==> config.mk <==
export PLATFORM = sky130hd
export DESIGN_NAME = bin_para_bcd_flat
export DESIGN_NICKNAME = d
export VERILOG_FILES = /design/src/rtl/bin_para_bcd_pkg.sv /design/src/rtl/bin_para_bcd_if.sv /design/src/rtl/bin_para_bcd_ajuste.sv /design/src/rtl/bin_para_bcd.sv /design/src/flat_wrapper.sv
export SDC_FILE = /design/constraint.sdc
export NUM_CORES = 1
export LEC_CHECK = 0
export ABC_AREA = 0
export BUFFER_PORTS_ARGS = -buffer_cell sky130_fd_sc_hd__buf_2
export CORE_AREA = 10 10 68 70
export DETAILED_ROUTE_END_ITERATION = 16
export DIE_AREA = 0 0 78 80
export PLACE_DENSITY = 0.76
export SYNTH_ARGS = -nofsm -noshare
export SYNTH_HDL_FRONTEND = slang
export SYNTH_SLANG_ARGS = --single-unit
export TNS_END_PERCENT = 1
==> constraint.sdc <==
create_clock -name clk -period 1.7 [get_ports clk]
set_input_delay 0.34 -clock clk [delete_from_list [all_inputs] [get_ports clk]]
set_output_delay 0.34 -clock clk [all_outputs]
set_load 0.05 [all_outputs]
==> src/rtl/bin_para_bcd_pkg.sv <==
`default_nettype none
// ============================================================================
//  Module      : bin_para_bcd_pkg
//  Description : Shared definitions for the binary-to-BCD converter.
//                - c_BLANK_CODE : digit code the display decoder draws as
//                                 all segments off
//                - estado_t     : converter FSM state type and encodings
//                - largura_contador : bit-counter width, clog2(n+1)
//  Revision    : 1.0 - initial release
// ============================================================================
package bin_para_bcd_pkg;

   localparam logic [3:0] c_BLANK_CODE = 4'hF;

   localparam int c_ESTADO_W = 2;
   typedef logic [c_ESTADO_W-1:0] estado_t;

   localparam estado_t c_OCIOSO  = 2'd0;   // waiting for a start request
   localparam estado_t c_DESLOCA = 2'd1;   // one shift-and-add-3 step per clock
   localparam estado_t c_CONCLUI = 2'd2;   // result published, ready pulse

   // Number of bits needed to hold the value n, which is clog2(n+1).
   function automatic int largura_contador(input int n);
      int w;
      w = 1;
      while ((2 ** w) <= n) w++;
      return w;
   endfunction

endpackage
`default_nettype wire

==> src/rtl/bin_para_bcd_if.sv <==
`default_nettype none
// ============================================================================
//  Module      : bin_para_bcd_if
//  Description : Start/result handshake of the binary-to-BCD converter.
//                inicio  : start request (master -> slave)
//                binario : value to convert, LARGURA bits (master -> slave)
//                ocupado : conversion in progress (slave -> master)
//                pronto  : one-cycle pulse, digitos just updated
//                digitos : packed BCD, digit 0 in [3:0] (slave -> master)
//  Revision    : 1.0 - initial release
// ============================================================================
interface bin_para_bcd_if #(
   parameter int LARGURA = 8,
   parameter int DIGITOS = 3
) ();

   logic                   inicio;
   logic [LARGURA-1:0]     binario;
   logic                   ocupado;
   logic                   pronto;
   logic [4*DIGITOS-1:0]   digitos;

   modport master (
      output inicio,
      output binario,
      input  ocupado,
      input  pronto,
      input  digitos
   );

   modport slave (
      input  inicio,
      input  binario,
      output ocupado,
      output pronto,
      output digitos
   );

endinterface
`default_nettype wire

==> src/rtl/bin_para_bcd_ajuste.sv <==
`default_nettype none
// ============================================================================
//  Module      : bin_para_bcd_ajuste
//  Description : Combinational double-dabble cell: a BCD digit of 5 or more
//                gets +3 so that the following left shift carries correctly.
//                i_digito : current BCD digit
//                o_digito : adjusted digit, ready to be shifted
//  Revision    : 1.0 - initial release
// ============================================================================
module bin_para_bcd_ajuste (
   input  wire logic [3:0] i_digito,
   output logic      [3:0] o_digito
);

   always_comb begin
      o_digito = i_digito;
      if (i_digito >= 4'd5) o_digito = i_digito + 4'd3;
   end

endmodule
`default_nettype wire

==> src/rtl/bin_para_bcd.sv <==
`default_nettype none
// ============================================================================
//  Module      : bin_para_bcd
//  Description : Sequential binary-to-BCD converter (shift-and-add-3, one
//                input bit per clock). A start accepted while idle captures
//                binario; LARGURA shift cycles later digitos is updated and
//                pronto pulses for one cycle. Values of 10^DIGITOS or more
//                wrap to their low DIGITOS decimal digits.
//  Ports       : clk  - rising-edge system clock
//                rst  - synchronous, active-high reset (aborts conversion,
//                       clears digitos)
//                bus  - bin_para_bcd_if.slave (inicio, binario, ocupado,
//                       pronto, digitos)
//  Config      : ZERO_BLANK_EN - when defined, leading zero digits of the
//                published result (never digit 0) show c_BLANK_CODE.
//  Revision    : 1.0 - initial release
// ============================================================================
module bin_para_bcd
   import bin_para_bcd_pkg::*;
#(
   parameter int LARGURA = 8,
   parameter int DIGITOS = 3
) (
   input wire logic           clk,
   input wire logic           rst,
   bin_para_bcd_if.slave      bus
);

   localparam int c_CONT_W = largura_contador(LARGURA);
   localparam int c_BCD_W  = 4 * DIGITOS;

   estado_t                     r_estado;
   estado_t                     w_prox;
   logic [LARGURA-1:0]          r_bin;
   logic [c_BCD_W-1:0]          r_bcd;
   logic [c_CONT_W-1:0]         r_cont;
   logic [c_BCD_W-1:0]          r_digitos;
   logic [c_BCD_W-1:0]          w_ajust;
   logic [c_BCD_W+LARGURA-1:0]  w_deslocado;
   logic [c_BCD_W-1:0]          w_bcd_prox;
   logic [LARGURA-1:0]          w_bin_prox;
   logic [c_BCD_W-1:0]          w_digitos_fmt;
   logic                        w_ultimo;

   // Add-3 correction on every digit before the shift.
   for (genvar g = 0; g < DIGITOS; g++) begin : g_ajuste
      bin_para_bcd_ajuste u_ajuste (
         .i_digito (r_bcd[4*g +: 4]),
         .o_digito (w_ajust[4*g +: 4])
      );
   end

   // Shift {bcd,bin} left as one word; the bit leaving the top digit is the
   // natural mod 10^DIGITOS truncation (lower digits never depend on it).
   assign w_deslocado = {w_ajust, r_bin} << 1;
   assign w_bcd_prox  = w_deslocado[c_BCD_W+LARGURA-1 -: c_BCD_W];
   assign w_bin_prox  = w_deslocado[LARGURA-1:0];
   assign w_ultimo    = (r_cont == c_CONT_W'(1));

`ifdef ZERO_BLANK_EN
   logic w_lider;

   // Blank zeros from the top digit down to the first nonzero one; digit 0
   // always shows a numeral.
   always_comb begin
      w_digitos_fmt = w_bcd_prox;
      w_lider       = 1'b1;
      for (int i = DIGITOS - 1; i >= 1; i--) begin
         if (w_lider && (w_bcd_prox[4*i +: 4] == 4'd0)) begin
            w_digitos_fmt[4*i +: 4] = c_BLANK_CODE;
         end else begin
            w_lider = 1'b0;
         end
      end
   end
`else
   assign w_digitos_fmt = w_bcd_prox;
`endif

   // State register
   always_ff @(posedge clk) begin
      if (rst) r_estado <= c_OCIOSO;
      else     r_estado <= w_prox;
   end

   // Next-state logic
   always_comb begin
      w_prox = r_estado;
      case (r_estado)
         c_OCIOSO:  if (bus.inicio) w_prox = c_DESLOCA;
         c_DESLOCA: if (w_ultimo)   w_prox = c_CONCLUI;
         c_CONCLUI: w_prox = c_OCIOSO;
         default:   w_prox = c_OCIOSO;
      endcase
   end

   // Outputs
   always_comb begin
      bus.ocupado = (r_estado != c_OCIOSO);
      bus.pronto  = (r_estado == c_CONCLUI);
      bus.digitos = r_digitos;
   end

   // Datapath. The result register is written on the edge that enters
   // CONCLUI so that digitos is already valid during the pronto cycle.
   always_ff @(posedge clk) begin
      if (rst) begin
         r_bin     <= '0;
         r_bcd     <= '0;
         r_cont    <= '0;
         r_digitos <= '0;
      end else begin
         case (r_estado)
            c_OCIOSO: begin
               if (bus.inicio) begin
                  r_bin  <= bus.binario;
                  r_bcd  <= '0;
                  r_cont <= c_CONT_W'(LARGURA);
               end
            end
            c_DESLOCA: begin
               r_bin  <= w_bin_prox;
               r_bcd  <= w_bcd_prox;
               r_cont <= r_cont - c_CONT_W'(1);
               if (w_ultimo) r_digitos <= w_digitos_fmt;
            end
            default: ;
         endcase
      end
   end

endmodule
`default_nettype wire

==> src/flat_wrapper.sv <==
// flat-port wrapper written by rule: the top's interface ports become plain ports
module bin_para_bcd_flat import bin_para_bcd_pkg::*;
#(
   parameter int LARGURA = 8,
   parameter int DIGITOS = 3
)
  (clk, rst, bus_inicio, bus_binario, bus_ocupado, bus_pronto, bus_digitos);
  bin_para_bcd_if #(.LARGURA(LARGURA), .DIGITOS(DIGITOS)) bus_i ();
  input wire logic clk;
  input wire logic rst;
  input wire logic [$bits(bus_i.inicio)-1:0] bus_inicio;
  input wire logic [$bits(bus_i.binario)-1:0] bus_binario;
  output wire logic [$bits(bus_i.ocupado)-1:0] bus_ocupado;
  output wire logic [$bits(bus_i.pronto)-1:0] bus_pronto;
  output wire logic [$bits(bus_i.digitos)-1:0] bus_digitos;
  assign bus_i.inicio = bus_inicio;
  assign bus_i.binario = bus_binario;
  assign bus_ocupado = bus_i.ocupado;
  assign bus_pronto = bus_i.pronto;
  assign bus_digitos = bus_i.digitos;
  bin_para_bcd #(.LARGURA(LARGURA), .DIGITOS(DIGITOS)) u_core (.clk(clk), .rst(rst), .bus(bus_i));
endmodule
# After elaboration in Yosys (flattened, before gate mapping)
# Index checks and enable logic that the tools add are counted.
op_classes:
  magnitude_cmp: 3
  add_sub_neg: 4
  n_eq_ne: 5
  n_reduce_logical: 6
  mux: 12
op_table:
  columns: ["operator", "count"]
  rows:
  - ["case mux 12 bit (2 select lines)", 1]
  - ["case mux 8 bit (2 select lines)", 1]
  - [">= comparator 4 x 3 -> 1 bit (second input constant)", 3]
  - ["2-to-1 mux 12 bit", 1]
  - ["2-to-1 mux 4 bit", 3]
  - ["adder 4 x 2 -> 4 bit (second input constant)", 2]
  - ["2-to-1 mux 8 bit", 1]
  - ["case mux 4 bit (2 select lines)", 1]
  - ["AND reduction 2 bit", 3]
  - ["equality test 4 x 1 -> 1 bit (second input constant)", 1]
  - ["2-to-1 mux 2 bit", 2]
  - ["case mux 2 bit (2 select lines)", 1]
  - ["nonzero test 2 bit", 2]
  - ["subtractor 4 x 1 -> 4 bit (second input constant)", 1]
  - ["adder 3 x 2 -> 3 bit (second input constant)", 1]
  - ["2-to-1 mux 3 bit", 1]
  - ["equality test 2 x 1 -> 1 bit (second input constant)", 1]
  - ["equality test 2 bit (second input constant)", 1]
  - ["zero test 2 bit", 1]
  - ["inequality test 2 x 1 -> 1 bit (second input constant)", 1]
  - ["inequality test 2 bit (second input constant)", 1]
totals:
  elab_cells: 35
  regBits: 38
  inputBits: 11
  output_inout_bits: 14

# Logic depth before layout (Yosys ltp)
# Gate-level depths: netlist of run 1.
depth:
  word_depth: 3
  mapped_depth: 7
  ltp_nobuf: 6

# Hierarchy
# From an unflattened synthesis of run 1, not the netlist that was laid out.
unflattened:
  cells_unflattened: 208
  area_unflattened_um2: 1900.6
modules_own_cells:
  columns: ["module", "cells_each", "area_per_inst_um2", "instances"]
  rows:
  - ["bin_para_bcd", 160, 1596.5, 1]
  - ["bin_para_bcd_ajuste", 16, 101.3, 3]

# Worst setup path after synthesis of run 1
# OpenSTA, ideal clock, no wires.
synth_timing:
  kind: "flip-flop to output port"
  from: "reg u_core.r_estado[1]"
  to: "out bus_pronto"
  slack_ps: -19
  stages_incl_launch_ff: 3
  arrival_time_ps: 1379
  required_time_ps: 1360
  path_cell_list: "dfxtp_1 clkbuf_1 nor2b_1"
synth_between:
  elab_chain_len: 1
synth_rtl:
  columns: ["element", "line_no", "source"]
  rows:
  - ["start, declared", "bin_para_bcd.sv:32", "estado_t r_estado;"]
  - ["start signal, assigned", "bin_para_bcd.sv:82", "if (rst) r_estado <= c_OCIOSO;"]
  - ["start signal, assigned", "bin_para_bcd.sv:83", "else r_estado <= w_prox;"]
  - ["equality test 2 bit", "bin_para_bcd.sv:100", "bus.pronto = (r_estado == c_CONCLUI);"]
  - ["end, declared", "flat_wrapper.sv:14", "output wire logic [$bits(bus_i.pronto)-1:0] bus_pronto;"]
# No other way between the ends.

# Worst setup path after layout of run 1
layout_timing:
  from: "reg u_core.r_estado[0]"
  to: "out bus_ocupado"
layout_between:
  elab_chain_len: 1
layout_rtl:
  columns: ["element", "line_no", "source"]
  rows:
  - ["nonzero test 2 bit", "bin_para_bcd.sv:99", "bus.ocupado = (r_estado != c_OCIOSO);"]
  - ["end, declared", "flat_wrapper.sv:13", "output wire logic [$bits(bus_i.ocupado)-1:0] bus_ocupado;"]
# No other way between the ends.

==> out/qor.csv, run 1 <==
metric,value,unit
clock period minus worst slack,1.627,ns
core area,3284,sq um
unrepaired setup endpoints after global routing,no,
peak fanout along the critical path,19,
die span in x,78,um
Total Nets Final,246,
total of fill cells in the finished design,298,
slowest library cell on the worst path,dfxtp_2,
maximum frequency from static timing analysis,614.6,MHz
relative max-transition margin,0.7917,
part of the Yosys area used for sequential elements,0.4267,
Placed Instances,266,
number of global-route vias before repair,1373,
most repeated cell in the gate-level netlist after synthesis,dfxtp_1,
async set or reset register ratio after synthesis,0,
clock tree from TritonCTS,done,
Initial DRC Count,86,
# IOs,25,
worst clock skew on the final layout,0.01271,ns
clk slew on worst S/H paths,0.10,ns
Mean Syn Cell Area,8.960,sq um
Die ar.,6240,sq um
clock sink count,38,
drt pass-1 iters,4,
Post-synth EDFFs,0,
number of DRC violations after detailed routing,0,
Post-Syn Nets,218,
Worst Hold Slack,0.3217,ns
max-cap check violation count,0,
Clock Latency Late Sink,0.34,ns
dpl hpwl,2651,um
"buffers from clock root to sink, at most",2,
slew of the pin with the lowest slew margin,0.3046,ns
Port Buffer Count,24,
Arrival @ worst endpoint,1.29,ns
num rows,21,
Synth area leader,dfxtp_1,
Final Core Density,0.6290,
peak supply drop,0.4849,mV
post-synthesis instance total,199,
number of distinct library cell variants in the gate-level netlist after synthesis,34,
"Remaining Overflow, GRT",0,
summed instance area of the synthesized netlist,1783,sq um
required time at the endpoint of the critical path,1.36,ns
outcome,"finished, final reports clean",
Final period util,0.9571,
critical path's most frequent cell,buf_6,
# setup viols final,0,
final routed wirelength across all metal layers,3685,um
first-pass GRT wire length,6272,um
Overall Global Routing Usage,0.1215,
count of inserted antenna diode cells,0,
cts bufs inserted,5,
overall via count from detail_route,1458,
dpl cell area,1967,sq um
fraction of layout cells with a size suffix above 1,0.2412,
library cell used as clock root buffer,clkbuf_4,
total count of max-transition violations in the final report,0,
worst min-delay path class,in -> reg,
detail-routed net length per standard cell,13.45,um
pwr dens,859.4,nW/um^2
effective utilization at floorplan,0.5429,
share of the synthesized area in the top cell type,0.4267,
largest incremental delay on the critical path,0.36,ns
top cell types by occurrence after synthesis,"dfxtp_1 (38), nor2_1 (30), a21oi_1 (15)",
Die Height,80,um
maximum number of pins on one net before global-route repair,20,
"Top FF cell, synth",dfxtp_1,
Worst Setup Path Type,reg -> out,
synth warn,0,
area growth from synthesis to layout,15.86,%
number of antenna violations at the first check in global routing,0,
chain of cells forming the critical path,buf_6 -> or2_2 -> buf_6,
nature of the critical path endpoint,output port,
final standard cell area without fillers,2066,sq um
P_leak,0.8175,nW
RD Place Congestion,0.8489,
flip-flop and latch count after synthesis,38,
post-route ant nets,0,
fin cells,274,
count of final hold-check violations,0,
maximum level of the CTS H-tree,2,
cell types occupying the most area after synthesis,"dfxtp_1 (43%), nor2_1 (6.3%), ha_1 (5.6%)",
via-per-instance ratio,5.321,
crit path launch type,register,
aggregate negative setup slack,0,ns
==> through the flow <==
| stage | worst slack (ns) | total power [W] |
|---|---|---|
| finish | 0.07285 | 0.001775 |
| global route | 0.01038 | 0.001858 |
| CTS | 0.005099 | 0.001791 |
| detailed placement | 0.1019 | 0.001189 |
| global placement | 0.1588 | 0.001184 |
| floorplan | 0.2196 | 0.001131 |
==> registers in the layout, indices dropped and copies added, names as in the netlist <==
register	count
u_core.r_bin	8
u_core.r_estado	2
u_core.r_bcd	12
u_core.bus.digitos	12
u_core.r_cont	4
==> report_power, final <==
| part | internal, W | switching (W) |
|---|---|---|
| Sequential | 0.000924 | 0.0000235 |
| Clock | 0.000312 | 0.000288 |
| Combinational | 0.0000964 | 0.000132 |
==> cell usage in the layout, fill, tap and decap left out, types with 2 or more instances in the layout <==
cell       count
clkbuf_4       5
o21ai_0        6
nor2b_1        5
a211oi_1       6
nor2_1        30
mux2_2         4
ha_1           7
a22o_1         3
nand3b_1       2
nor3_1         6
o32ai_1        3
nand2b_1      11
dfxtp_1       36
buf_6          2
xnor2_1        3
o22ai_1        6
o2bb2ai_1      8
a32o_1         3
nor3b_1        6
a21oi_1       13
buf_4          8
clkbuf_1       2
buf_2         23
nand2_1        4
a21oi_2        2
dfxtp_2        2
inv_1         10
==> layer usage <==
metal	up-vias	global-route usage	share of wire
li1	754	-	-
met4	0	0.04301	0.013
met2	40	0.1949	0.43
met5	-	0	0
met3	6	0.05293	0.067
met1	658	0.1417	0.49
==> worst max-delay path, delay by kind of cell, from the launching register on <==
family                 cells  cell delay [ns]
and+or+nand+nor            1             0.28
DFF                        1             0.36
buffers and inverters      2             0.31
==> final timing paths <==
check / endpoint / slack (ns) / start / depth (start not counted)
worst min register to register: u_core.r_bcd[9] / 0.48 / u_core.r_bcd[9] / 1
worst max-delay path: bus_ocupado / 0.07 / u_core.r_estado[0] / 3
worst max register to register: u_core.bus.digitos[10] / 0.11 / u_core.r_bcd[8] / 6
worst min-delay path: u_core.r_bin[5] / 0.32 / rst / 2
==> repair_timing <==
item | CTS | global route
gates resized for setup | 3 | 6
setup endpoints to repair | 2 | 6
endpoints found under the hold margin | 0 | 0
hold buffers | 0 | 0
pin swaps | 0 | 0
setup buffers | 0 | 0
==> area by class of cell <==
cell class	instances	area, sq um	area share
inverters	10	37.54	0.01817
well taps	46	57.56	0.02786
repair buffers	33	197.7	0.09570
clock inverters	1	30.03	0.01454
clock buffers	7	45.04	0.02180
multi-input cells	139	934.6	0.4525
flip-flops and latches	38	763.2	0.3695
==> cell families after synthesis <==
| logic type | after synthesis | synth area share |
|---|---|---|
| AO/OA/AOI/OAI | 53 | 0.2098 |
| XOR/XNOR | 3 | 0.01474 |
| adder cells (fa/ha/maj) | 8 | 0.05614 |
| buffers and inverters | 22 | 0.05684 |
| flip-flops | 38 | 0.4267 |
| multiplexers | 5 | 0.03088 |
| AND/OR/NAND/NOR | 70 | 0.2049 |
Power figures use the tool's default switching activity.
==> run 2: changes to the inputs <==
PLACE_DENSITY = 0.8   (was 0.76)
==> run 2 against run 1 <==
  * Sequential share of layout area up 0.52 points
  * Clock-buffer cell count unchanged
  * Global-route usage down 0.14 points
  * Via count up 1.6%
  * Largest power group unchanged
  * Highest routed layer unchanged
==> out/qor.csv, run 2 (synthesized netlist as in run 1, its figures left out) <==
metric,value,unit,change
timing startpoint of the critical path,u_core.r_bcd[4],,
Overall Global Routing Usage,0.1201,,-0.001420
# hold bufs at CTS,0,,unchanged
crit path launch type,register,,
sequential group share of total power,0.576,,+0.042
dpl hpwl,2645,um,-0.23%
nature of the critical path endpoint,register,,
post-route ant nets,0,,unchanged
Clock Latency Late Sink,0.35,ns,about the same
area growth from synthesis to layout,14.25,%,
die span in x,78,um,unchanged
peak fanout along the critical path,5,,-14
number of cells on the worst hold path,2,,unchanged
RD Place Congestion,0.8120,,-4.3%
peak supply drop,0.4764,mV,-1.8%
worst reg-to-reg path cell count,6,,unchanged
Setup WS pre-CTS,0.08318,ns,-0.01873 ns
"Remaining Overflow, GRT",0,,unchanged
relative max-transition margin,0.7699,,-0.02175
library cell used as clock root buffer,clkbuf_4,,
required time at the endpoint of the critical path,1.97,ns,+0.61 ns
"buffers from clock root to sink, at most",2,,unchanged
cts bufs inserted,5,,unchanged
internal power summed over all cells,0.001214,W,-8.9%
proportion of power drawn by the clock network,0.296,,-0.042
launch instance of the worst min-delay path,rst,,
clk slew on worst S/H paths,0.11,ns,about the same
Total Nets Final,243,,-1.2%
num rows,21,,unchanged
number of DRC violations after detailed routing,0,,unchanged
maximum frequency from static timing analysis,618.7,MHz,+0.66%
Initial DRC Count,82,,-4.7%
outcome,"finished, final reports clean",,
Final period util,0.9508,,-0.006322
number of antenna violations at the first check in global routing,0,,unchanged
Die ar.,6240,sq um,unchanged
count of inserted antenna diode cells,0,,unchanged
aggregate negative setup slack,0,ns,unchanged
clock tree from TritonCTS,done,,
switching power as a share of total power,0.2653,,+0.01590
Worst Setup Path Type,reg -> reg,,
number of instances resized during post-cts repair,2,,-1
pwr dens,811.5,nW/um^2,-5.6%
kind of cell with the highest combined delay on the critical path,multiplexers,,
core area,3284,sq um,unchanged
number of stages on the worst setup path,6,,+3
maximum level of the CTS H-tree,2,,unchanged
CP bufs+invs,1,,-1
via-per-instance ratio,5.469,,+2.8%
final routed wirelength across all metal layers,3648,um,-1.0%
setup ws final,0.08360,ns,+0.01075 ns
count of final hold-check violations,0,,unchanged
Reg2Reg Launch Point,u_core.r_bcd[4],,
post-CTS repair timing setup buffer count,0,,unchanged
maximum number of pins on one net before global-route repair,20,,unchanged
largest incremental delay on the critical path,0.38,ns,+0.02 ns
clock period minus worst slack,1.616,ns,-0.01075 ns
chain of cells forming the critical path,inv_1 -> ha_2 -> nand2b_1 -> a21oi_2 -> mux2_2 -> o22ai_1,,
overall via count from detail_route,1482,,+1.6%
Die Height,80,um,unchanged
total count of max-transition violations in the final report,0,,unchanged
worst clock skew on the final layout,0.01003,ns,-0.002680 ns
total of fill cells in the finished design,314,,+5.4%
number of global-route vias before repair,1352,,-1.5%
# IOs,25,,unchanged
slew of the pin with the lowest slew margin,0.3364,ns,+0.03181 ns
first-pass GRT wire length,6223,um,-0.78%
slowest library cell on the worst path,mux2_2,,
max-cap check violation count,0,,unchanged
clock sink count,38,,unchanged
detail-routed net length per standard cell,13.46,um,about the same
effective utilization at floorplan,0.5429,,unchanged
worst min-delay path class,in -> reg,,
Arrival @ worst endpoint,1.88,ns,+0.59 ns
Port Buffer Count,24,,unchanged
P_leak,0.7976,nW,-2.4%
drt pass-1 iters,4,,unchanged
"commonest cells after routing, fill and taps aside","dfxtp_1 (36), nor2_1 (30), buf_2 (24), a21oi_1 (12), nand2b_1 (11)",,
share of total power in combinational logic,0.128,,about the same
# setup viols final,0,,unchanged
fraction of layout cells with a size suffix above 1,0.2444,,+0.003216
most frequent standard cell in the layout excluding fill and tap cells,dfxtp_1,,
switching power total,0.0004386,W,-0.96%
## run 2: area by class of cell
type / instances / area (sq um) / share of cell area
clock buffer: 7 / 55.05 / 0.02703
sequential: 38 / 763.2 / 0.3747
clock inverter: 1 / 5.005 / 0.002457
timing repair buffer: 30 / 177.7 / 0.08722
tap: 46 / 57.56 / 0.02826
multi-input combinational: 139 / 940.9 / 0.4619
inverter: 10 / 37.54 / 0.01843
## run 2: path summary, 6_finish.rpt
check | slack, ns | to
max | 0.08 | u_core.bus.digitos[6]
min | 0.37 | u_core.r_cont[2]
max reg2reg | 0.08 | u_core.bus.digitos[6]
min reg2reg | 0.49 | u_core.r_bcd[9]
## run 2: power by group through the flow
stage	Combinational (W)	Sequential [W]	Clock, W
2_1_floorplan	0.000156	0.000975	0
3_3_place_gp	0.000209	0.000971	0
3_5_place_dp	0.000213	0.000971	0
4_1_cts	0.000214	0.000952	0.000502
5_1_grt	0.000240	0.000957	0.000532
6_report	0.000212	0.000952	0.000489
## run 2: per-stage QoR
| stage | utilization | hold WS, ns | instance area [sq um] | std cells | total power (W) |
|---|---|---|---|---|---|
| 6_report | 0.6202 | 0.3678 | 2037 | 271 | 0.001653 |
| 5_1_grt | 0.6202 | 0.3794 | 2037 | 271 | 0.001729 |
| 4_1_cts | 0.6149 | 0.3545 | 2019 | 271 | 0.001667 |
| 3_5_place_dp | 0.5958 | 0.4525 | 1957 | 263 | 0.001185 |
| 3_3_place_gp | 0.5958 | 0.4551 | 1957 | 263 | 0.001179 |
| 2_1_floorplan | - | 0.4323 | 1785 | 199 | 0.001131 |
## run 2: layer usage
layer | global-route usage | routed length (um) | up-vias
li1 | - | - | 754
met1 | 0.1442 | 1764 | 702
met2 | 0.1924 | 1699 | 18
met3 | 0.03604 | 122 | 8
met4 | 0.05735 | 61 | 0
met5 | 0 | 0 | -
==> run 3: changes to the inputs <==
CORE_AREA = 2 2 60 62   (was 10 10 68 70)
DIE_AREA = 0 0 62 64   (was 0 0 78 80)
RECOVER_POWER = 25   (was not set)
==> run 3 against run 2 <==
  * Clock skew increased by 0.0044 ns
  * Largest cell class unchanged
  * Register-to-register slack about the same
  * Final cell count increased by 1.1%
  * Via count decreased by 1.6%
  * Critical path depth decreased by 3
  * Hold slack improved by 0.0033 ns
==> out/qor.csv, run 3 (synthesized netlist as in run 1, its figures left out) <==
metric,value,unit,change
final routed wirelength across all metal layers,3525,um,-3.4%
largest incremental delay on the critical path,0.35,ns,-0.03 ns
Worst Hold Slack,0.3711,ns,+0.003320 ns
"buffers from clock root to sink, at most",2,,unchanged
worst min-delay path class,in -> reg,,
clock tree from TritonCTS,done,,
Die ar.,3968,sq um,-36%
"commonest cells after routing, fill and taps aside","dfxtp_1 (37), nor2_1 (30), buf_2 (18), a21oi_1 (14), nand2b_1 (11)",,
RD Place Congestion,0.8766,,+8.0%
library cell used as clock root buffer,clkbuf_4,,
peak supply drop,0.6804,mV,+43%
first-pass GRT wire length,6189,um,-0.55%
dpl hpwl,2526,um,-4.5%
nature of the critical path endpoint,output port,,
overall via count from detail_route,1458,,-1.6%
cts bufs inserted,5,,unchanged
num rows,21,,unchanged
area growth from synthesis to layout,16.91,%,
# IOs,25,,unchanged
max-cap check violation count,0,,unchanged
total of fill cells in the finished design,293,,-6.7%
Arrival @ worst endpoint,1.29,ns,-0.59 ns
outcome,"finished, final reports clean",,
most frequent standard cell in the layout excluding fill and tap cells,dfxtp_1,,
CP bufs+invs,2,,+1
required time at the endpoint of the critical path,1.36,ns,-0.61 ns
Overall Global Routing Usage,0.2116,,+0.09152
Die Height,64,um,-20%
kind of cell with the highest combined delay on the critical path,flip-flops,,
clock sink count,38,,unchanged
fraction of layout cells with a size suffix above 1,0.2193,,-0.02515
# hold bufs at CTS,0,,unchanged
dpl cell area,1959,sq um,+0.13%
count of inserted antenna diode cells,0,,unchanged
detail-routed net length per standard cell,12.86,um,-4.4%
number of DRC violations after detailed routing,0,,unchanged
worst clock skew on the final layout,0.01444,ns,+0.004411 ns
pwr dens,944.1,nW/um^2,+16%
clk slew on worst S/H paths,0.11,ns,about the same
Total Nets Final,246,,+1.2%
unrepaired setup endpoints after global routing,yes,,
die span in x,62,um,-21%
Final period util,0.9560,,+0.005153
Clock Latency Late Sink,0.35,ns,about the same
Initial DRC Count,99,,+21%
core area,3284,sq um,unchanged
slowest library cell on the worst path,dfxtp_1,,
post-route ant nets,0,,unchanged
chain of cells forming the critical path,buf_4 -> or2_2 -> buf_6,,
number of global-route vias before repair,1371,,+1.4%
maximum level of the CTS H-tree,2,,unchanged
drt pass-1 iters,4,,unchanged
count of final hold-check violations,0,,unchanged
maximum frequency from static timing analysis,615.3,MHz,-0.54%
final standard cell area without fillers,2085,sq um,+2.3%
Port Buffer Count,24,,unchanged
total power draw,0.001968,W,+19%
clock period minus worst slack,1.625,ns,+0.008761 ns
number of antenna violations at the first check in global routing,0,,unchanged
slew of the pin with the lowest slew margin,0.5969,ns,+0.2605 ns
"Remaining Overflow, GRT",0,,unchanged
maximum number of pins on one net before global-route repair,20,,unchanged
relative max-transition margin,0.6038,,-0.1661
crit path launch type,register,,
effective utilization at floorplan,0.5429,,unchanged
total count of max-transition violations in the final report,0,,unchanged
Worst Setup Path Type,reg -> out,,
peak fanout along the critical path,8,,+3
P_leak,0.8120,nW,+1.8%
# setup viols final,0,,unchanged
via-per-instance ratio,5.321,,-2.7%
run 3: path summary, 6_finish.rpt:
| path | from | end | slack, ns | cells past startpoint |
|---|---|---|---|---|
| worst min-delay path | rst | u_core.r_cont[0] | 0.37 | 2 |
| worst max-delay path | u_core.r_estado[0] | bus_ocupado | 0.07 | 3 |
| worst max register to register | u_core.r_bcd[0] | u_core.bus.digitos[2] | 0.09 | 6 |
| worst min register to register | u_core.r_bcd[9] | u_core.r_bcd[9] | 0.47 | 1 |
run 3: area by class of cell:
cell class                 instances  area (sq um)  area share
tap                               46         57.56     0.02761
multi-input combinational        139         930.9      0.4466
inverter                          10         37.54     0.01801
sequential                        38         762.0      0.3655
clock buffer                       6         51.30     0.02461
clock inverter                     2         60.06     0.02881
timing repair buffer              33         185.2     0.08884
run 3: layer usage:
metal | up-vias | routed length (um) | global-route usage
met5 | - | 0 | 0
met4 | 0 | 34 | 0.09309
met3 | 2 | 161 | 0.07895
met2 | 27 | 1584 | 0.3034
met1 | 667 | 1745 | 0.2788
li1 | 762 | - | -
run 3: worst reg2reg max path: cells and delay by family (launching register included):
family	cells	cell delay, ns
AOI/OAI and AO/OA	2	0.39
muxes	1	0.38
DFF	1	0.35
adders and majority gates	1	0.24
buffers and inverters	1	0.10
and+or+nand+nor	1	0.09
run 3: timing repair:
item	CTS	global route
gates resized for setup	3	5
pin swaps	0	0
setup buffers	1	0
setup endpoints to repair	1	6
run 3: power by group:
part           switching [W]  total, W  internal, W
registers          0.0000226  0.000946     0.000924
clock network       0.000298  0.000797     0.000498
logic               0.000131  0.000225    0.0000947
total               0.000452   0.00197      0.00152
run 3: metrics by stage:
stage | cells | setup slack (ns) | setup TNS [ns] | util
2_1_floorplan | 199 | 0.2196 | 0 | -
3_3_place_gp | 265 | 0.1412 | 0 | 0.5966
3_5_place_dp | 265 | 0.1032 | 0 | 0.5966
4_1_cts | 274 | 0.01352 | 0 | 0.6347
5_1_grt | 274 | -0.01050 | -0.01050 | 0.6347
6_report | 274 | 0.07484 | 0 | 0.6347
